[src/rtl/cnt_capture_disp.sv]
// Extends an upstream 4-bit counter with a 4-bit carry counter, captures the
// 8-bit value on demand, and scans it onto a two-digit 7-segment display.
module cnt_capture_disp #(
  parameter int DIV_W = 4
) (
  input  logic       CLK,
  input  logic       CLR_L,
  input  logic       QA,
  input  logic       QB,
  input  logic       QC,
  input  logic       QD,
  input  logic       RCO,
  input  logic       CAP,
  output logic       VALID,
  output logic       OVF,
  output logic [7:0] CAPV,
  output logic [1:0] DIG_L,
  output logic [6:0] SEG
);

  logic             rco_q, rco_d;
  logic             cap_q, cap_d;
  logic [3:0]       ext_q, ext_d;
  logic             ovf_q, ovf_d;
  logic [7:0]       capv_q, capv_d;
  logic             valid_q, valid_d;
  logic [DIV_W:0]   scan_q, scan_d;
  logic             rco_edge, cap_edge;
  logic [3:0]       nib;

  function automatic logic [6:0] hex7(input logic [3:0] v);
    logic [6:0] s;
    case (v)
      4'h0: s = 7'h40;
      4'h1: s = 7'h79;
      4'h2: s = 7'h24;
      4'h3: s = 7'h30;
      4'h4: s = 7'h19;
      4'h5: s = 7'h12;
      4'h6: s = 7'h02;
      4'h7: s = 7'h78;
      4'h8: s = 7'h00;
      4'h9: s = 7'h10;
      4'hA: s = 7'h08;
      4'hB: s = 7'h03;
      4'hC: s = 7'h46;
      4'hD: s = 7'h21;
      4'hE: s = 7'h06;
      default: s = 7'h0E;
    endcase
    return s;
  endfunction

  assign rco_edge = RCO & ~rco_q;
  assign cap_edge = CAP & ~cap_q;

  // Capture samples EXT before this cycle's increment lands.
  always_comb begin
    rco_d   = RCO;
    cap_d   = CAP;
    ext_d   = ext_q;
    ovf_d   = ovf_q;
    capv_d  = capv_q;
    valid_d = valid_q;
    scan_d  = scan_q + (DIV_W+1)'(1);
    if (cap_edge) begin
      capv_d  = {ext_q, QD, QC, QB, QA};
      valid_d = 1'b1;
    end
    if (rco_edge) begin
      ext_d = ext_q + 4'd1;
      if (ext_q == 4'hF) ovf_d = 1'b1;
    end
  end

  always_ff @(posedge CLK) begin
    if (!CLR_L) begin
      rco_q   <= 1'b0;
      cap_q   <= 1'b0;
      ext_q   <= 4'd0;
      ovf_q   <= 1'b0;
      capv_q  <= 8'd0;
      valid_q <= 1'b0;
      scan_q  <= '0;
    end else begin
      rco_q   <= rco_d;
      cap_q   <= cap_d;
      ext_q   <= ext_d;
      ovf_q   <= ovf_d;
      capv_q  <= capv_d;
      valid_q <= valid_d;
      scan_q  <= scan_d;
    end
  end

  // Display decode reads registered state only.
  always_comb begin
    nib   = scan_q[DIV_W] ? capv_q[7:4] : capv_q[3:0];
    DIG_L = scan_q[DIV_W] ? 2'b01 : 2'b10;
    SEG   = valid_q ? hex7(nib) : 7'h7F;
  end

  assign VALID = valid_q;
  assign OVF   = ovf_q;
  assign CAPV  = capv_q;

endmodule

[config.mk]
export PLATFORM = sky130hd
export DESIGN_NAME = cnt_capture_disp
export DESIGN_NICKNAME = d
export VERILOG_FILES = /design/src/rtl/cnt_capture_disp.sv
export SDC_FILE = /design/constraint.sdc
export NUM_CORES = 1
export LEC_CHECK = 0
export CORE_ASPECT_RATIO = 0.5
export CORE_UTILIZATION = 44
export DETAILED_ROUTE_END_ITERATION = 6
export GPL_TIMING_DRIVEN = 1
export PLACE_DENSITY = 0.72
export SYNTH_ARGS = -nofsm -noshare
export SYNTH_HDL_FRONTEND = slang
export SYNTH_SLANG_ARGS = --single-unit
[constraint.sdc]
create_clock -name CLK -period 1.8 [get_ports CLK]
set_input_delay 0.18 -clock CLK [delete_from_list [all_inputs] [get_ports CLK]]
set_output_delay 0.18 -clock CLK [all_outputs]
set_load 0.05 [all_outputs]
==> flow_summary.yaml, run 1 <==
outcome:
  outcome: "finished, violations left"
  violations: "negative setup slack"
die:
  die_y_um: 38.8
  die_x_um: 75.5
  die_area_mm2: 0.00293
  start_util_pct: 49.8
  coreArea_mm2: 0.00239
  rows: 12
  ios: 27
cts:
  path_clk_slew_ns: 0.07
  cts_tree: "built"
  cts_root_buf: "clkbuf_8"
  cts.hold.buffers_added: 0
  clk_latency_ns: 0.26
  cts_max_level: 1
  cts_buffers: 3
  clk_path_buf_depth: 2
  cts.sinks: 21
place:
  portBuffers: 26
  hpwl_um: 1980
  gp_congestion: 0.797
yosys:
  synthAdderAreaFrac_pct: 8.41
  synthesis.nets: 147
  yosysTopAreaCellShare_pct: 35.3
  synth_area_leaders: "dfxtp_1 35%, ha_1 8.4%, nand2_1 6.6%"
  avgSynthCellArea_um2: 9.08
  synth_commonest_cells: "21 x dfxtp_1, 21 x nand2_1, 9 x and2_1"
  synth_ff_type: "dfxtp_1"
  synth_seq_cells: 21
  synth_top_family_by_area: "simple AND/OR/NAND/NOR gates"
  synth.distinct_cells: 34
  syn_area_mm2: 0.00119
  yosys_warnings: 0
  synthCells: 131
  synth_top_area_cell: "dfxtp_1"
  synth_edf_count: 0
  yosysSeqAreaShare_pct: 35.3
  yosys.area_share.simple_pct: 22.0
  synth_xor_area_share_pct: 4.42
  synth_compound_area_share_pct: 14.5
  synth_mux_area_share_pct: 9.36
  ys_async_sr_fraction_pct: 0
critical_path:
  cpLargestDelayFamily: "flip-flops"
  r2r-end: "scan_q[4]$_SDFF_PN0_"
  critPathKind: "register to primary output"
  crit_fanout: 5
  cp.required_ns: 1.62
  slowest_stage: "dfxtp_4"
  reg2reg_slack_ns: 0.73
  start_kind: "register"
  critical_path_buf_inv_count: 2
  r2r_start: "scan_q[0]$_SDFF_PN0_"
  rr_worst_depth: 4
  cp.arrival_ns: 1.91
  cpPeakStageDelay_ns: 0.40
  crit_chain: "mux2i_4 > inv_2 > ha_4 > nor2b_2 > nor3_2 > o22a_2 > o21ai_4 > buf_6"
  crit_path_end_kind: "primary output"
detailed_routing:
  viasPerCell: 4.97
  firstDrtPassIters: 4
  wl_per_cell_um: 12.6
  wl_um: 2660
  ant_nets: 0
  drc: 0
  drtIter0Drc: 30
  dr_total_vias: 1043
finish:
  syn_to_final_growth_pct: 56.0
  layout.nets: 192
  utilization_pct: 77.8
  layout-drive-gt1-share_pct: 40.0
  diodes: 0
pwr:
  clkPwrFrac_pct: 26.4
  internal-power_uw: 809
  p_total_mw: 1.17
  netSwitchingFraction_pct: 30.7
  power_switching_uw: 358
  ir_drop_mv: 0.702
  pwr-share-seq_pct: 43.9
  p_leak_nw: 0.757
  p_comb_share_pct: 29.7
  power.density_mw_per_mm2: 629
grt:
  grt_max_degree: 22
  gr-usage-all-layers_pct: 21.8
  met3_usage_pct: 4.95
  grt_pass1_vias: 1034
  top_usage_layer: "met2"
  use_met2_pct: 41.3
  grt_overflow: 0
  antenna_found_initial: 0
  grt_pass1_wl_um: 4520
  use_met1_pct: 23.3
sta:
  worst_slack_ns: -0.287
  tns_ns: -1.60
  timing.fmax_ghz: 0.479
  min_period_over_period_pct: 116
  drv_slew: 0
  finalHoldViolCount: 0
  finalSetupViolations: 7
  slew_headroom_pct: 64.3
  rsz0062_at_grt: "true"
  post-route-min-period_ns: 2.09
  skew_ns: 0.00151
  tightestPinTransition_ns: 0.533
flow_run:
  drv_cap: 0
min_path:
  hold_end: "CAPV[2]$_SDFFE_PN0P_"
  min_from: "QC"
  hold_path_depth: 3
  hp-class: "input port to register"
## through the flow
stage | area, µm² | setup slack [ns] | cells | hold WS [ns]
2_1_floorplan | 1280 | -0.249 | 131 | 0.302
3_3_place_gp | 1700 | -0.0464 | 204 | 0.438
3_5_place_dp | 1700 | -0.0655 | 204 | 0.447
4_1_cts | 1810 | -0.272 | 210 | 0.446
5_1_grt | 1860 | -0.387 | 210 | 0.469
6_report | 1860 | -0.287 | 210 | 0.459
## power groups by stage
stage               combinational, mW  clock [mW]  sequential (mW)
CTS                             0.339       0.322            0.513
detailed placement              0.322           0            0.525
global route                    0.373       0.341            0.517
floorplan                       0.176           0            0.548
finish                          0.347       0.308            0.513
global placement                0.316           0            0.524
## registers in the layout, indices dropped and copies added (netlist names)
register	cells
cap_q	1
ext_q	4
rco_q	1
scan_q	5
VALID	1
CAPV	8
OVF	1
## worst max-delay path by stage
stage | start | slack, ns | to | cells after the start
finish | scan_q[4]$_SDFF_PN0_ | -0.29 | SEG[3] | 8
global route | scan_q[4]$_SDFF_PN0_ | -0.39 | SEG[3] | 8
CTS | scan_q[4]$_SDFF_PN0_ | -0.27 | SEG[3] | 8
detailed placement | scan_q[4]$_SDFF_PN0_ | -0.07 | SEG[3] | 8
global placement | scan_q[4]$_SDFF_PN0_ | -0.05 | SEG[3] | 8
floorplan | scan_q[4]$_SDFF_PN0_ | -0.25 | SEG[6] | 5
## cells by family after synthesis
logic type / after synthesis
and+or+nand+nor: 53
AOI/OAI and AO/OA: 22
DFF: 21
buffers and inverters: 12
muxes: 9
adders and majority gates: 8
xor gates and xnor gates: 6
## worst min-delay path, cell delays in order
cell,delay (ns)
clkdlybuf4s50_1,0.40
nand2_1,0.06
a21boi_1,0.05
## routing by layer
layer	share of wire, %	vias up
met5	0	-
met4	3.0	0
met2	49	22
li1	-	528
met1	45	484
met3	2.7	9
## layout by cell type, fill, tap and decap left out, types with 2 or more instances in the layout
cell             synthesis  final
clkdlybuf4s50_1          0     16
ha_1                     8      4
nand2b_1                 3      3
mux2i_4                  1      3
clkbuf_8                 0      3
a21boi_1                 8      8
buf_6                    3      8
nand2_1                 21     20
mux2i_1                  6      4
nor3_2                   0      2
xnor2_1                  4      4
nor2b_1                  7      5
dfxtp_1                 21     12
ha_2                     0      2
inv_2                    1      2
a21oi_2                  0      2
buf_12                   0      2
o211ai_1                 2      2
nor2_1                   3      2
inv_1                    3      2
xor2_1                   2      2
buf_4                    1     20
and2_1                   9      9
clkbuf_16                0      2
ha_4                     0      2
dfxtp_2                  0      8
nand3_1                  6      6
## timing repair
item	in CTS	in global routing
cloned	0	0
resized for setup	12	13
pin swaps	3	7
setup buffers	2	0
endpoints found under the setup margin	7	7
## final cells by class
class	instances	area, µm²
Fill cell	164	531
Multi-Input combinational cell	98	828
Tap cell	35	43.8
Sequential cell	21	434
Timing Repair Buffer	48	490
Clock buffer	4	45.0
Inverter	4	15.0
No activity file was read; power rests on OpenSTA's default activity.
==> inputs of run 2 (changes only) <==
CORE_ASPECT_RATIO = unset   (was 0.5)
CORE_UTILIZATION = 49   (was 44)
PLACE_DENSITY = 0.76   (was 0.72)
clock period = 2.2 ns   (was 1.8 ns; I/O delays follow)
==> run 2 against run 1 <==
Net effect:
- the flow now finishes without violations
- clock skew rose by 0.0052 ns
- power fell by 26%
- worst hold slack got worse by 0.0012 ns
- routed wire length fell by 2.6%
- global-route usage fell by 1.4 points
==> flow_summary.yaml, run 2 (same netlist as run 1, synthesis figures left out) <==
critical_path:
  start_kind: "register"
  rr_worst_depth: 4
  crit_path_end_kind: "primary output"
  reg2reg_slack_ns: 1.01
  r2r-end: "ext_q[3]$_SDFFE_PN0P_"
  crit_fanout: 7
  r2r_start: "rco_q$_SDFF_PN0_"
  critPathKind: "register to primary output"
  cp.required_ns: 1.98
  cp.arrival_ns: 1.96
die:
  die_x_um: 51.3
  die_area_mm2: 0.00263
  die_y_um: 51.3
  rows: 17
  start_util_pct: 52.8
  ios: 27
  coreArea_mm2: 0.00225
sta:
  finalSetupViolations: 0
  min_period_over_period_pct: 99.3
  whs_ns: 0.457
  skew_ns: 0.00670
  tightestPinTransition_ns: 0.524
  post-route-min-period_ns: 2.18
  timing.fmax_ghz: 0.458
  slew_headroom_pct: 64.9
  rsz0062_at_grt: "true"
  finalHoldViolCount: 0
  tns_ns: 0
  drv_slew: 0
outcome:
  outcome: "completed"
cts:
  cts_max_level: 1
  clk_path_buf_depth: 2
  cts.sinks: 21
  cts_buffers: 3
  cts_root_buf: "clkbuf_4"
  cts_tree: "built"
  cts.hold.buffers_added: 0
  clk_latency_ns: 0.29
  path_clk_slew_ns: 0.11
grt:
  use_met1_pct: 20.4
  grt_pass1_wl_um: 4130
  grt_overflow: 0
  met3_usage_pct: 2.38
  gr-usage-all-layers_pct: 20.4
  antenna_found_initial: 0
  top_usage_layer: "met2"
  grt_max_degree: 22
  use_met2_pct: 40.8
  grt_pass1_vias: 1015
place:
  gp_congestion: 0.819
  portBuffers: 26
  hpwl_um: 1930
finish:
  final_common_cell: "nand2_1"
  mostFrequentLayoutCells: "21 x nand2_1, 19 x clkdlybuf4s50_1, 16 x dfxtp_1"
  utilization_pct: 75.4
  diodes: 0
  largest_reg_flops: 8
  fillerInstances: 161
  layout.nets: 180
  syn_to_final_growth_pct: 42.8
  layout-drive-gt1-share_pct: 28.2
min_path:
  min_from: "scan_q[0]$_SDFF_PN0_"
  hp-class: "register to register"
  hold_end: "scan_q[0]$_SDFF_PN0_"
  hold_path_depth: 1
detailed_routing:
  wl_per_cell_um: 13.5
  drc: 0
  ant_nets: 0
  drtIter0Drc: 25
  dr_total_vias: 1022
  firstDrtPassIters: 4
  wl_um: 2590
  viasPerCell: 5.35
flow_run:
  drv_cap: 0
pwr:
  p_total_uw: 859
  power.density_mw_per_mm2: 506
  p_leak_nw: 0.664
  ir_drop_mv: 0.419
==> run 2: cell count changes in the layout (fill, tap and decap cells not counted), sizes merged <==
cell           delta
buf              -13
clkdlybuf4s50     +3
clkbuf            -2
==> run 2: critical path: stages (launching register included) <==
cell and delay [ns]:
dfxtp_4 0.39, mux2i_2 0.24, inv_2 0.09, ha_4 0.20, nor2b_1 0.13, nor3_1 0.20, o22a_2 0.21, o21ai_4 0.06
buf_12 0.15
==> run 2: through the flow <==
step / setup slack, ns / instances / area, µm²
floorplan: -0.0870 / 131 / 1220
global placement: 0.283 / 184 / 1570
detailed placement: 0.132 / 184 / 1570
CTS: -0.000601 / 190 / 1620
global route: -0.0660 / 191 / 1700
finish: 0.0164 / 191 / 1700
==> run 2: repair_timing <==
| item | 4_1_cts | 5_1_grt |
|---|---|---|
| gates cloned | 0 | 0 |
| endpoints found under the hold margin | 0 | 0 |
| setup endpoints to repair | 5 | 6 |
| resized for setup | 5 | 11 |
| pin swaps | 1 | 2 |
| setup buffers | 2 | 1 |
==> run 2: power breakdown <==
part | total (mW) | internal (mW) | switching [mW]
logic | 0.273 | 0.126 | 0.147
clock network | 0.174 | 0.0705 | 0.103
registers | 0.413 | 0.397 | 0.0160
total | 0.859 | 0.593 | 0.266
==> run 2: metal layers <==
layer,vias to the layer above,routed length [µm]
met5,-,0
met4,0,61
met3,10,74
met2,26,1450
met1,479,995
li1,507,-
==> run 2: layout make-up <==
type | count | area, µm² | share of cell area (%)
Clock buffer | 4 | 26.3 | 1.55
Sequential cell | 21 | 429 | 25.3
Inverter | 4 | 15.0 | 0.884
Timing Repair Buffer | 36 | 409 | 24.1
Tap cell | 28 | 35.0 | 2.06
Multi-Input combinational cell | 98 | 785 | 46.2
==> run 2: worst max-delay path by stage <==
stage / slack (ns) / start / to
global route: -0.07 / scan_q[4]$_SDFF_PN0_ / SEG[3]
global placement: 0.28 / scan_q[4]$_SDFF_PN0_ / SEG[3]
finish: 0.02 / scan_q[4]$_SDFF_PN0_ / SEG[3]
detailed placement: 0.13 / scan_q[4]$_SDFF_PN0_ / SEG[3]
CTS: -0.0006 / scan_q[4]$_SDFF_PN0_ / SEG[3]
floorplan: -0.09 / scan_q[4]$_SDFF_PN0_ / SEG[4]
